===== src/rtl/uart_autobaud_ctrl.sv =====
// Autobaud controller: times one 0x55 sync character on RX and loads the derived baud divisor.
// Define UART_AUTOBAUD_FRCTN_EN to also produce the 3-bit fractional divisor.
module uart_autobaud_ctrl #(
    parameter logic [12:0] DEFAULT_BAUD_VAL = 13'd1,
    parameter int unsigned CNT_W            = 20
) (
    input  logic        CLK,
    input  logic        RESET,
    input  logic        START,
    input  logic        ABORT,
    input  logic        RX,
    output logic [12:0] BAUD_VAL,
    output logic [2:0]  BAUD_VAL_FRACTION,
    output logic        BAUD_LOAD,
    output logic        BUSY,
    output logic        DONE,
    output logic        ERR
);

    typedef enum logic [2:0] {
        S_IDLE,
        S_ARM,
        S_WAIT_FALL,
        S_MEASURE,
        S_CHECK,
        S_UPDATE
    } state_t;

    localparam int unsigned      XW      = CNT_W + 3;
    localparam logic [CNT_W-1:0] CNT_ONE = 1;
`ifdef UART_AUTOBAUD_FRCTN_EN
    localparam logic [CNT_W:0]   ROUND_ADD = 8;
`else
    localparam logic [CNT_W:0]   ROUND_ADD = 64;
`endif

    state_t             state_q, state_d;
    logic               rx_meta_q, rx_sync_q, rx_prev_q;
    logic [CNT_W-1:0]   cnt_q, cnt_d;
    logic [CNT_W-1:0]   s_q, s_d;
    logic               s_seen_q, s_seen_d;
    logic [CNT_W-1:0]   n_q, n_d;
    logic [2:0]         e_q, e_d;
    logic [12:0]        baud_q, baud_d;

    logic               fall, rise;
    logic [XW-1:0]      n_x, s8_x, lo_x, hi_x;
    logic [CNT_W:0]     t_sum;
    logic [31:0]        q_full, q_m1;
    logic [12:0]        baud_calc;
    logic               check_ok;

    always_ff @(posedge CLK) begin
        if (RESET) begin
            rx_meta_q <= 1'b1;
            rx_sync_q <= 1'b1;
            rx_prev_q <= 1'b1;
        end else begin
            rx_meta_q <= RX;
            rx_sync_q <= rx_meta_q;
            rx_prev_q <= rx_sync_q;
        end
    end

    assign fall = rx_prev_q & ~rx_sync_q;
    assign rise = ~rx_prev_q & rx_sync_q;

    // Symmetry window on the measurement, then divisor = round(N/128) - 1, saturated.
    always_comb begin
        n_x       = {3'b000, n_q};
        s8_x      = {s_q, 3'b000};
        lo_x      = n_x - (n_x >> 2);
        hi_x      = n_x + (n_x >> 2);
        t_sum     = {1'b0, n_q} + ROUND_ADD;
        q_full    = 32'(t_sum >> 7);
        q_m1      = q_full - 32'd1;
        baud_calc = (q_m1 > 32'd8191) ? 13'h1FFF : q_m1[12:0];
        check_ok  = s_seen_q && (s8_x >= lo_x) && (s8_x <= hi_x) && (q_full != 32'd0);
    end

`ifdef UART_AUTOBAUD_FRCTN_EN
    logic [2:0] frac_q, frac_d;

    always_ff @(posedge CLK) begin
        if (RESET) begin
            frac_q <= '0;
        end else begin
            frac_q <= frac_d;
        end
    end

    always_comb begin
        frac_d = frac_q;
        if (state_q == S_CHECK && check_ok && !ABORT) begin
            frac_d = t_sum[6:4];
        end
    end

    assign BAUD_VAL_FRACTION = frac_q;
`else
    assign BAUD_VAL_FRACTION = '0;
`endif

    always_ff @(posedge CLK) begin
        if (RESET) begin
            state_q  <= S_IDLE;
            cnt_q    <= '0;
            s_q      <= '0;
            s_seen_q <= 1'b0;
            n_q      <= '0;
            e_q      <= '0;
            baud_q   <= DEFAULT_BAUD_VAL;
        end else begin
            state_q  <= state_d;
            cnt_q    <= cnt_d;
            s_q      <= s_d;
            s_seen_q <= s_seen_d;
            n_q      <= n_d;
            e_q      <= e_d;
            baud_q   <= baud_d;
        end
    end

    always_comb begin
        state_d   = state_q;
        cnt_d     = cnt_q;
        s_d       = s_q;
        s_seen_d  = s_seen_q;
        n_d       = n_q;
        e_d       = e_q;
        baud_d    = baud_q;
        BUSY      = (state_q != S_IDLE);
        DONE      = 1'b0;
        ERR       = 1'b0;
        BAUD_LOAD = 1'b0;

        case (state_q)
            S_IDLE: begin
                if (START && !ABORT) begin
                    state_d = S_ARM;
                end
            end
            S_ARM: begin
                if (rx_sync_q) begin
                    state_d = S_WAIT_FALL;
                end
            end
            S_WAIT_FALL: begin
                if (fall) begin
                    cnt_d    = '0;
                    s_d      = '0;
                    s_seen_d = 1'b0;
                    e_d      = '0;
                    state_d  = S_MEASURE;
                end
            end
            S_MEASURE: begin
                cnt_d = cnt_q + CNT_ONE;
                // Overflow is tested first so it wins over a coincident falling edge.
                if (cnt_q == '1) begin
                    ERR     = 1'b1;
                    state_d = S_IDLE;
                end else begin
                    if (rise && !s_seen_q) begin
                        s_d      = cnt_d;
                        s_seen_d = 1'b1;
                    end
                    if (fall) begin
                        e_d = e_q + 3'd1;
                        if (e_q == 3'd3) begin
                            n_d     = cnt_d;
                            state_d = S_CHECK;
                        end
                    end
                end
            end
            S_CHECK: begin
                if (check_ok) begin
                    baud_d  = baud_calc;
                    state_d = S_UPDATE;
                end else begin
                    ERR     = 1'b1;
                    state_d = S_IDLE;
                end
            end
            S_UPDATE: begin
                BAUD_LOAD = 1'b1;
                DONE      = 1'b1;
                state_d   = S_IDLE;
            end
            default: begin
                state_d = S_IDLE;
            end
        endcase

        // In UPDATE the divisor has already changed, so its strobe is left intact.
        if (ABORT && state_q != S_IDLE) begin
            state_d = S_IDLE;
            if (state_q != S_UPDATE) begin
                ERR    = 1'b0;
                baud_d = baud_q;
            end
        end
    end

    assign BAUD_VAL = baud_q;

endmodule


===== config.mk =====
export PLATFORM = sky130hd
export DESIGN_NAME = uart_autobaud_ctrl
export DESIGN_NICKNAME = d
export VERILOG_FILES = /design/src/rtl/uart_autobaud_ctrl.sv
export SDC_FILE = /design/constraint.sdc
export NUM_CORES = 1
export LEC_CHECK = 0
export BUFFER_PORTS_ARGS = -buffer_cell sky130_fd_sc_hd__buf_2
export CAP_MARGIN = 20
export CORE_AREA = 2 2 154 156
export DETAILED_ROUTE_END_ITERATION = 10
export DIE_AREA = 0 0 156 158
export HOLD_SLACK_MARGIN = 0.12
export PLACE_DENSITY = 0.52
export SETUP_SLACK_MARGIN = 0.2
export SYNTH_ARGS = -nofsm -noshare
export SYNTH_HDL_FRONTEND = slang
export SYNTH_SLANG_ARGS = --single-unit

===== constraint.sdc =====
create_clock -name CLK -period 12.7 [get_ports CLK]
set_input_delay 1.905 -clock CLK [delete_from_list [all_inputs] [get_ports CLK]]
set_output_delay 1.905 -clock CLK [all_outputs]
set_load 0.02 [all_outputs]

# Yosys cells after proc, flatten, opt, wreduce, memory -nomap -nowiden
# Cells that the tools add are included.
[classes] add_sub_neg=6 eq_ne=17 bitwise_logic=5 n_mux=32 reduce_logical=18 magnitude_cmp=3
[ops] cell="one-hot mux 20 bit (2 select lines)" n=2
[ops] cell="two-way mux 13 bit" n=5
[ops] cell="two-way mux 20 bit" n=3
[ops] cell="greater-than comparator 32 x 13 -> 1 bit (second input constant)" n=1
[ops] cell="nonzero test 32 bit" n=1
[ops] cell="two-way mux 3 bit" n=10
[ops] cell="greater-or-equal comparator 23 bit" n=1
[ops] cell="<= comparator 23 x 21 -> 1 bit" n=1
[ops] cell="adder 20 x 18 -> 21 bit" n=1
[ops] cell="adder 20 x 7 -> 21 bit (second input constant)" n=1
[ops] cell="subtractor 20 x 18 -> 21 bit" n=1
[ops] cell="adder 20 x 1 -> 20 bit (second input constant)" n=1
[ops] cell="== test 20 bit (second input constant)" n=1
[ops] cell="one-hot mux 3 bit (5 select lines)" n=1
[ops] cell="subtractor 14 x 1 -> 15 bit (second input constant)" n=1
[ops] cell="inequality test 2 bit (second input constant)" n=7
[ops] cell="AND reduction 4 bit" n=3
[ops] cell="== test 3 x 2 -> 1 bit (second input constant)" n=3
[ops] cell="inequality test 3 bit (second input constant)" n=3
[ops] cell="two-way mux 1 bit" n=8
[ops] cell="== test 3 bit (second input constant)" n=2
[ops] cell="logical AND 1 bit" n=6
[ops] cell="one-hot mux 3 bit (2 select lines)" n=1
[ops] cell="AND reduction 5 bit" n=1
[ops] cell="11 further kinds" n=16
[word_totals] ff_bits=83 elab_cells=91 out_inout_bits=20 input_bits=5

# Logic depth before layout (Yosys ltp)
[depth] ltp_word=9 depth_mapped=22 depth_no_buf=20

# Worst setup path before layout
# No wires, ideal clock.
[synth_path] kind="reg2out" from="reg n_q[9]" to="out ERR" required_ps=10795 setup_slack_ps=6369 path_stages_with_launch=21 arrival_time_ps=4426 n_path_buf=1 cell_sequence="dfxtp_1 > buf_2 > inv_1 > ha_1 > inv_1 > a21oi_1 > o21ba_2 > o31ai_1 > o31ai_1 > a211oi_1 > mux2_2 > a2111oi_0 > ha_1 > nand4_1 > nor4_1 > a221oi_1 > a21boi_0 > a311oi_1 > a21oi_1 > a41oi_1 > nor2_1"
[synth_between] elab_chain_cells=9 elab_cells_between_ends=13 classes_between="add/sub: 3; order compare: 2; mux: 4; reduce/logical: 4"
[synth_lines] element="from (decl)" line="42" source="logic [CNT_W-1:0] n_q, n_d;"
[synth_lines] element="from (signal assigned)" line="118" source="n_q <= n_d;"
[synth_lines] element="subtractor 20 x 18 -> 21 bit" line="72" source="lo_x = n_x - (n_x >> 2);"
[synth_lines] element="greater-or-equal comparator 23 bit" line="78" source="check_ok = s_seen_q && (s8_x >= lo_x) && (s8_x <= hi_x) && (q_full != 32'd0);"
[synth_lines] element="logical AND 1 bit (2 in a row)" line="78"
[synth_lines] element="logical AND 1 bit *" line="78"
[synth_lines] element="two-way mux 1 bit *" line="178" source="if (check_ok) begin"
[synth_lines] element="one-hot mux 1 bit (2 select lines) *" line="137" source="case (state_q)"
[synth_lines] element="two-way mux 1 bit" line="199" source="if (state_q != S_UPDATE) begin"
[synth_lines] element="two-way mux 1 bit *" line="197" source="if (ABORT && state_q != S_IDLE) begin"
[synth_lines] element="to (decl)" line="17" source="output logic ERR"
# Every way passes the cells marked *; elsewhere a longest branch is shown, timed or not.

# Worst setup path after layout
# Same ends and word-level chain as after synthesis.

==> results.md <==
Global routing:
- Across every metal layer, demand over resource in global routing totals 15.0%.
- The pin count of the biggest net entering global routing is 84.
- The initial antenna violation count is 0.
- The global-route wire length before repair is 29.3 mm.
- The via count of the first global-routing pass is 5497.
- The overall overflow remaining after global route is 0.

Logic synthesis:
- For this run, asynchronously set or reset flops after synthesis account for 0%.
- The distinct cell type count after synthesis is 70.
- After synthesis the cells add up to 0.00677 sq mm.
- In this run, synthesis produced a sequential element count of 83.
- Yosys mapped a number of flops with a built-in enable equal to 0.
- The largest family of logic cells by synthesized area is compound AO/OA/AOI/OAI gates.
- The prevailing post-synth register cell is dfxtp_1.
- The adder and majority gate portion of the synthesized area is 15.2%.
- Of the post-synthesis cell area, the part taken by muxes is 0.906%.
- The average cell area after synthesis is 7.79 sq um.
- The portion of the post-synthesis area used by sequential elements is 24.6%.
- The fraction of synthesized cell area in xor and xnor cells is 9.06%.
- The cell count after synthesis is 869.
- For this run, the number of Yosys warnings is 0.
- The post-synthesis compound-gate area fraction is 23.4%.
- Of the total synthesized cell area, the portion taken by AND, OR, NAND and NOR gates is 20.4%.

Flow run:
- The number of max-cap violations is 0.

Power:
- The clock network power share is 46.2%.
- The share of total power dissipated in sequential elements is 49.0%.
- The maximum vdd drop is 0.0582 mV.
- The completed layout was analyzed and its total power is 0.000544 W.
- The net switching power of the design is 0.000138 W.
- The combinational power share is 4.8%.
- In this run the static leakage power is 2.90 nW.
- The cell area power density is 74.3 mW/mm^2.
- Net switching is 25.4% of the power.
- The internal power summed over all cells is 0.000406 W.

Die:
- Pin placement for this block handled 25 I/O pins.
- The die is 156 um wide.
- Measured along the y axis, the die boundary spans 158 um.
- The floorplan step defined a die boundary enclosing 0.0246 sq mm.
- The floorplan has 56 rows.
- The core region area is 0.0231 sq mm.
- Once the floorplan was initialized, standard cells occupied 29.3% of the core.

Route:
- The amount of wire on met2 after detailed routing is 8.41 mm.
- The number of optimization iterations in the first detailed-route pass is 5.
- For this block, the initial DRC count from the detailed router was 369.
- The total detailed-routing wirelength is 18.2 mm.
- After detailed routing, the average wire length per cell comes to 15.8 um.
- The routed layout has 6037 vias.
- The number of remaining DRC errors is 0.
- The highest routed metal layer is met4.
- The vias per cell is 5.25.
- Once detail routing completed, the nets flagged for antenna violations numbered 0.
- The routed metal-1 wire length is 8.93 mm.
- Summed over all nets, wire length on met3 after detailed routing comes to 457 um.

STA:
- The total negative setup slack is 0 ns.
- The final critical path time including I/O delays and setup is 7.62 ns.
- The final setup violation count is 0.
- The number of failing hold endpoints at the final stage is 0.
- The timing-limited maximum frequency is 131 MHz.
- The number of max-slew violations in the final report is 0.
- Dividing the final minimum period by the clock period gives 60.0%.
- Setup repair after global routing left no endpoint under its margin.
- At the pin with the least slew margin, the transition time is 0.916 ns.
- The setup skew after layout is 0.00884 ns.
- In this run the tightest slew margin relative to its limit is 39.0%.

Setup path:
- The worst setup path is of the reg2out kind.
- At the worst endpoint, the arrival time is 5.71 ns.
- The worst register-to-register path begins at n_q[9].
- STA classifies the critical path endpoint as an output port.
- Along the worst path, the maximum fanout reaches 14.
- In this run the register-to-register setup slack is 6.50 ns.
- The worst endpoint required time is 10.80 ns.
- STA classifies the critical path startpoint as a flip-flop.
- The critical path starts at n_q[9].

Cells and area:
- The count of antenna diodes in the layout is 0.
- The final-stage net count is 942.
- The number of fillers in the final layout is 2443.
- Summing all multi-input logic gate instances after layout gives 0.00468 sq mm.
- The share of post-route cells with drive strength above 1 is 6.50%.
- Summing all flip-flop and latch instances after layout gives 0.00166 sq mm.
- The synthesis-to-finish area growth is 8.21%.

CTS:
- The number of sinks on the clock net is 83.
- Once the clock tree was built, the resizer swapped 0 gates to a different size.
- CTS built an H-tree with a depth of 3.
- The number of buffers created by CTS is 9.
- After clock tree synthesis, the setup repair step added 0 buffers.
- The count of hold buffers inserted by post-cts repair is 0.
- TritonCTS built the clock tree.
- The number of buffers on the longest clock path is 2.
- At the later pin of the worst-skew pair, clock insertion delay measures 0.35 ns.
- The root buffer cell chosen for the clock tree is clkbuf_16.
- The clock-pin slew reported for the worst setup and hold paths after clock tree synthesis is 0.07 ns.

Outcome:
- The flow ran to the end, and the final reports show no timing, DRC or antenna violations.

Placement:
- The number of buffers inserted by port buffering is 21.
- The wire-length estimate of the detail-placed layout is 13.9 mm.
- The final RePlAce weighted congestion is 0.876.

Min path:
- The startpoint identified for the worst hold timing path is rx_meta_q.
- The path class of the tightest hold or removal check is reg2reg.
cells in the final DEF (no fill, tap or decap), types with 9 or more instances in the layout:
cell type	Yosys	final
nor2_1	101	101
dfxtp_1	83	83
ha_1	79	79
a21oi_1	75	75
xnor2_1	63	63
nand2_1	60	60
inv_1	49	49
o21ai_0	34	33
a211oi_1	28	28
nor3_1	25	25
nand3_1	25	25
buf_2	9	21
a22oi_1	15	15
nand4_1	13	13
a221oi_1	13	13
nand2b_1	11	11
a21o_1	10	10
clkbuf_16	0	9
layer usage:
layer / GRT usage, % / vias up
met2: 24.6 / 101
met4: 5.77 / 0
met3: 1.26 / 21
met1: 20.6 / 2830
met5: 0 / -
li1: - / 3085
synthesized netlist by cell type (3+ instances only):
master | number | area (sq um)
a21oi_1 | 75 | 375
and3_1 | 7 | 43.8
nor2_1 | 101 | 379
dfxtp_1 | 83 | 1660
and2_1 | 4 | 25.0
nand3_1 | 25 | 125
o21bai_1 | 5 | 37.5
a21o_1 | 10 | 75.1
o31ai_1 | 7 | 52.6
inv_1 | 49 | 184
a22oi_1 | 15 | 113
a41oi_1 | 3 | 26.3
a21bo_2 | 3 | 30.0
o211ai_1 | 7 | 52.6
nand4_1 | 13 | 81.3
xnor2_1 | 63 | 552
o21a_1 | 3 | 22.5
or3_1 | 5 | 31.3
nor2b_1 | 4 | 25.0
or4_1 | 3 | 22.5
a211o_1 | 3 | 26.3
ha_1 | 79 | 988
a211oi_1 | 28 | 210
clkbuf_1 | 34 | 128
nor4_1 | 6 | 37.5
a221oi_1 | 13 | 114
nand2_1 | 60 | 225
a311oi_1 | 4 | 35.0
xor2_1 | 7 | 61.3
nor3_1 | 25 | 125
o21ai_0 | 34 | 170
buf_4 | 5 | 37.5
nand2b_1 | 11 | 68.8
nand3b_1 | 5 | 37.5
clkinv_1 | 3 | 11.3
or2_2 | 3 | 18.8
mux2i_1 | 5 | 50.1
buf_2 | 9 | 45.0
a31oi_1 | 8 | 50.1
path summary, 6_finish.rpt:
path | endpoint | cells past startpoint
max | ERR | 20
min | rx_sync_q | 1
max reg2reg | BAUD_VAL[4] | 19
min reg2reg | rx_sync_q | 1
per-stage QoR:
step	instance area [sq um]	cells	util, %	hold slack, ns	setup WS [ns]
6_report	7320	1151	31.8	0.410	5.08
5_1_grt	7320	1151	31.8	0.433	4.70
4_1_cts	7320	1151	31.8	0.415	5.18
3_5_place_dp	7040	1135	30.6	0.397	5.57
3_3_place_gp	7040	1135	30.6	0.391	5.70
2_1_floorplan	6770	871	-	0.389	6.37
cells by family (layout without fill, tap and decap cells):
| family | after synthesis | after routing |
|---|---|---|
| and+or+nand+nor | 286 | 286 |
| AOI/OAI and AO/OA | 238 | 238 |
| buffers and inverters | 104 | 94 |
| DFF | 83 | 83 |
| adders and majority gates | 81 | 81 |
| xor gates and xnor gates | 70 | 70 |
| muxes | 6 | 6 |
| other | 1 | 3 |
power by group through the flow:
stage               clock, W  combinational, W  sequential, W
floorplan                  0         0.0000231       0.000269
global placement           0         0.0000261       0.000272
detailed placement         0         0.0000261       0.000272
CTS                 0.000262         0.0000262       0.000266
global route        0.000268         0.0000289       0.000267
finish              0.000251         0.0000262       0.000266
sequential cells by signal (all words and copies together), names as in the netlist, 3 cells and up:
signal and cells:
BAUD_VAL 13, cnt_q 20, e_q 3, n_q 20, s_q 20, state_q 3
cell type report:
| class | instances | area share [%] |
|---|---|---|
| Sequential cell | 83 | 22.7 |
| Clock inverter | 6 | 0.667 |
| Tap cell | 290 | 4.96 |
| Inverter | 52 | 2.67 |
| Clock buffer | 10 | 3.13 |
| Multi-Input combinational cell | 684 | 63.9 |
| Timing Repair Buffer | 26 | 1.95 |
critical path, cell delays in order, from the launching register on:
cell       delay (ns)
dfxtp_1          0.60
inv_1            0.19
ha_1             0.38
inv_1            0.15
a21oi_1          0.08
o21ba_2          0.21
o31ai_1          0.27
o31ai_1          0.15
a211oi_1         0.40
mux2_2           0.38
a2111oi_0        0.40
ha_1             0.20
nand4_1          0.15
nor4_1           0.40
nand2_1          0.08
a21boi_0         0.15
a311oi_1         0.57
a21oi_1          0.18
a41oi_1          0.19
nor2_1           0.07
buf_2            0.16
No activity file was read; power rests on OpenSTA's default activity.
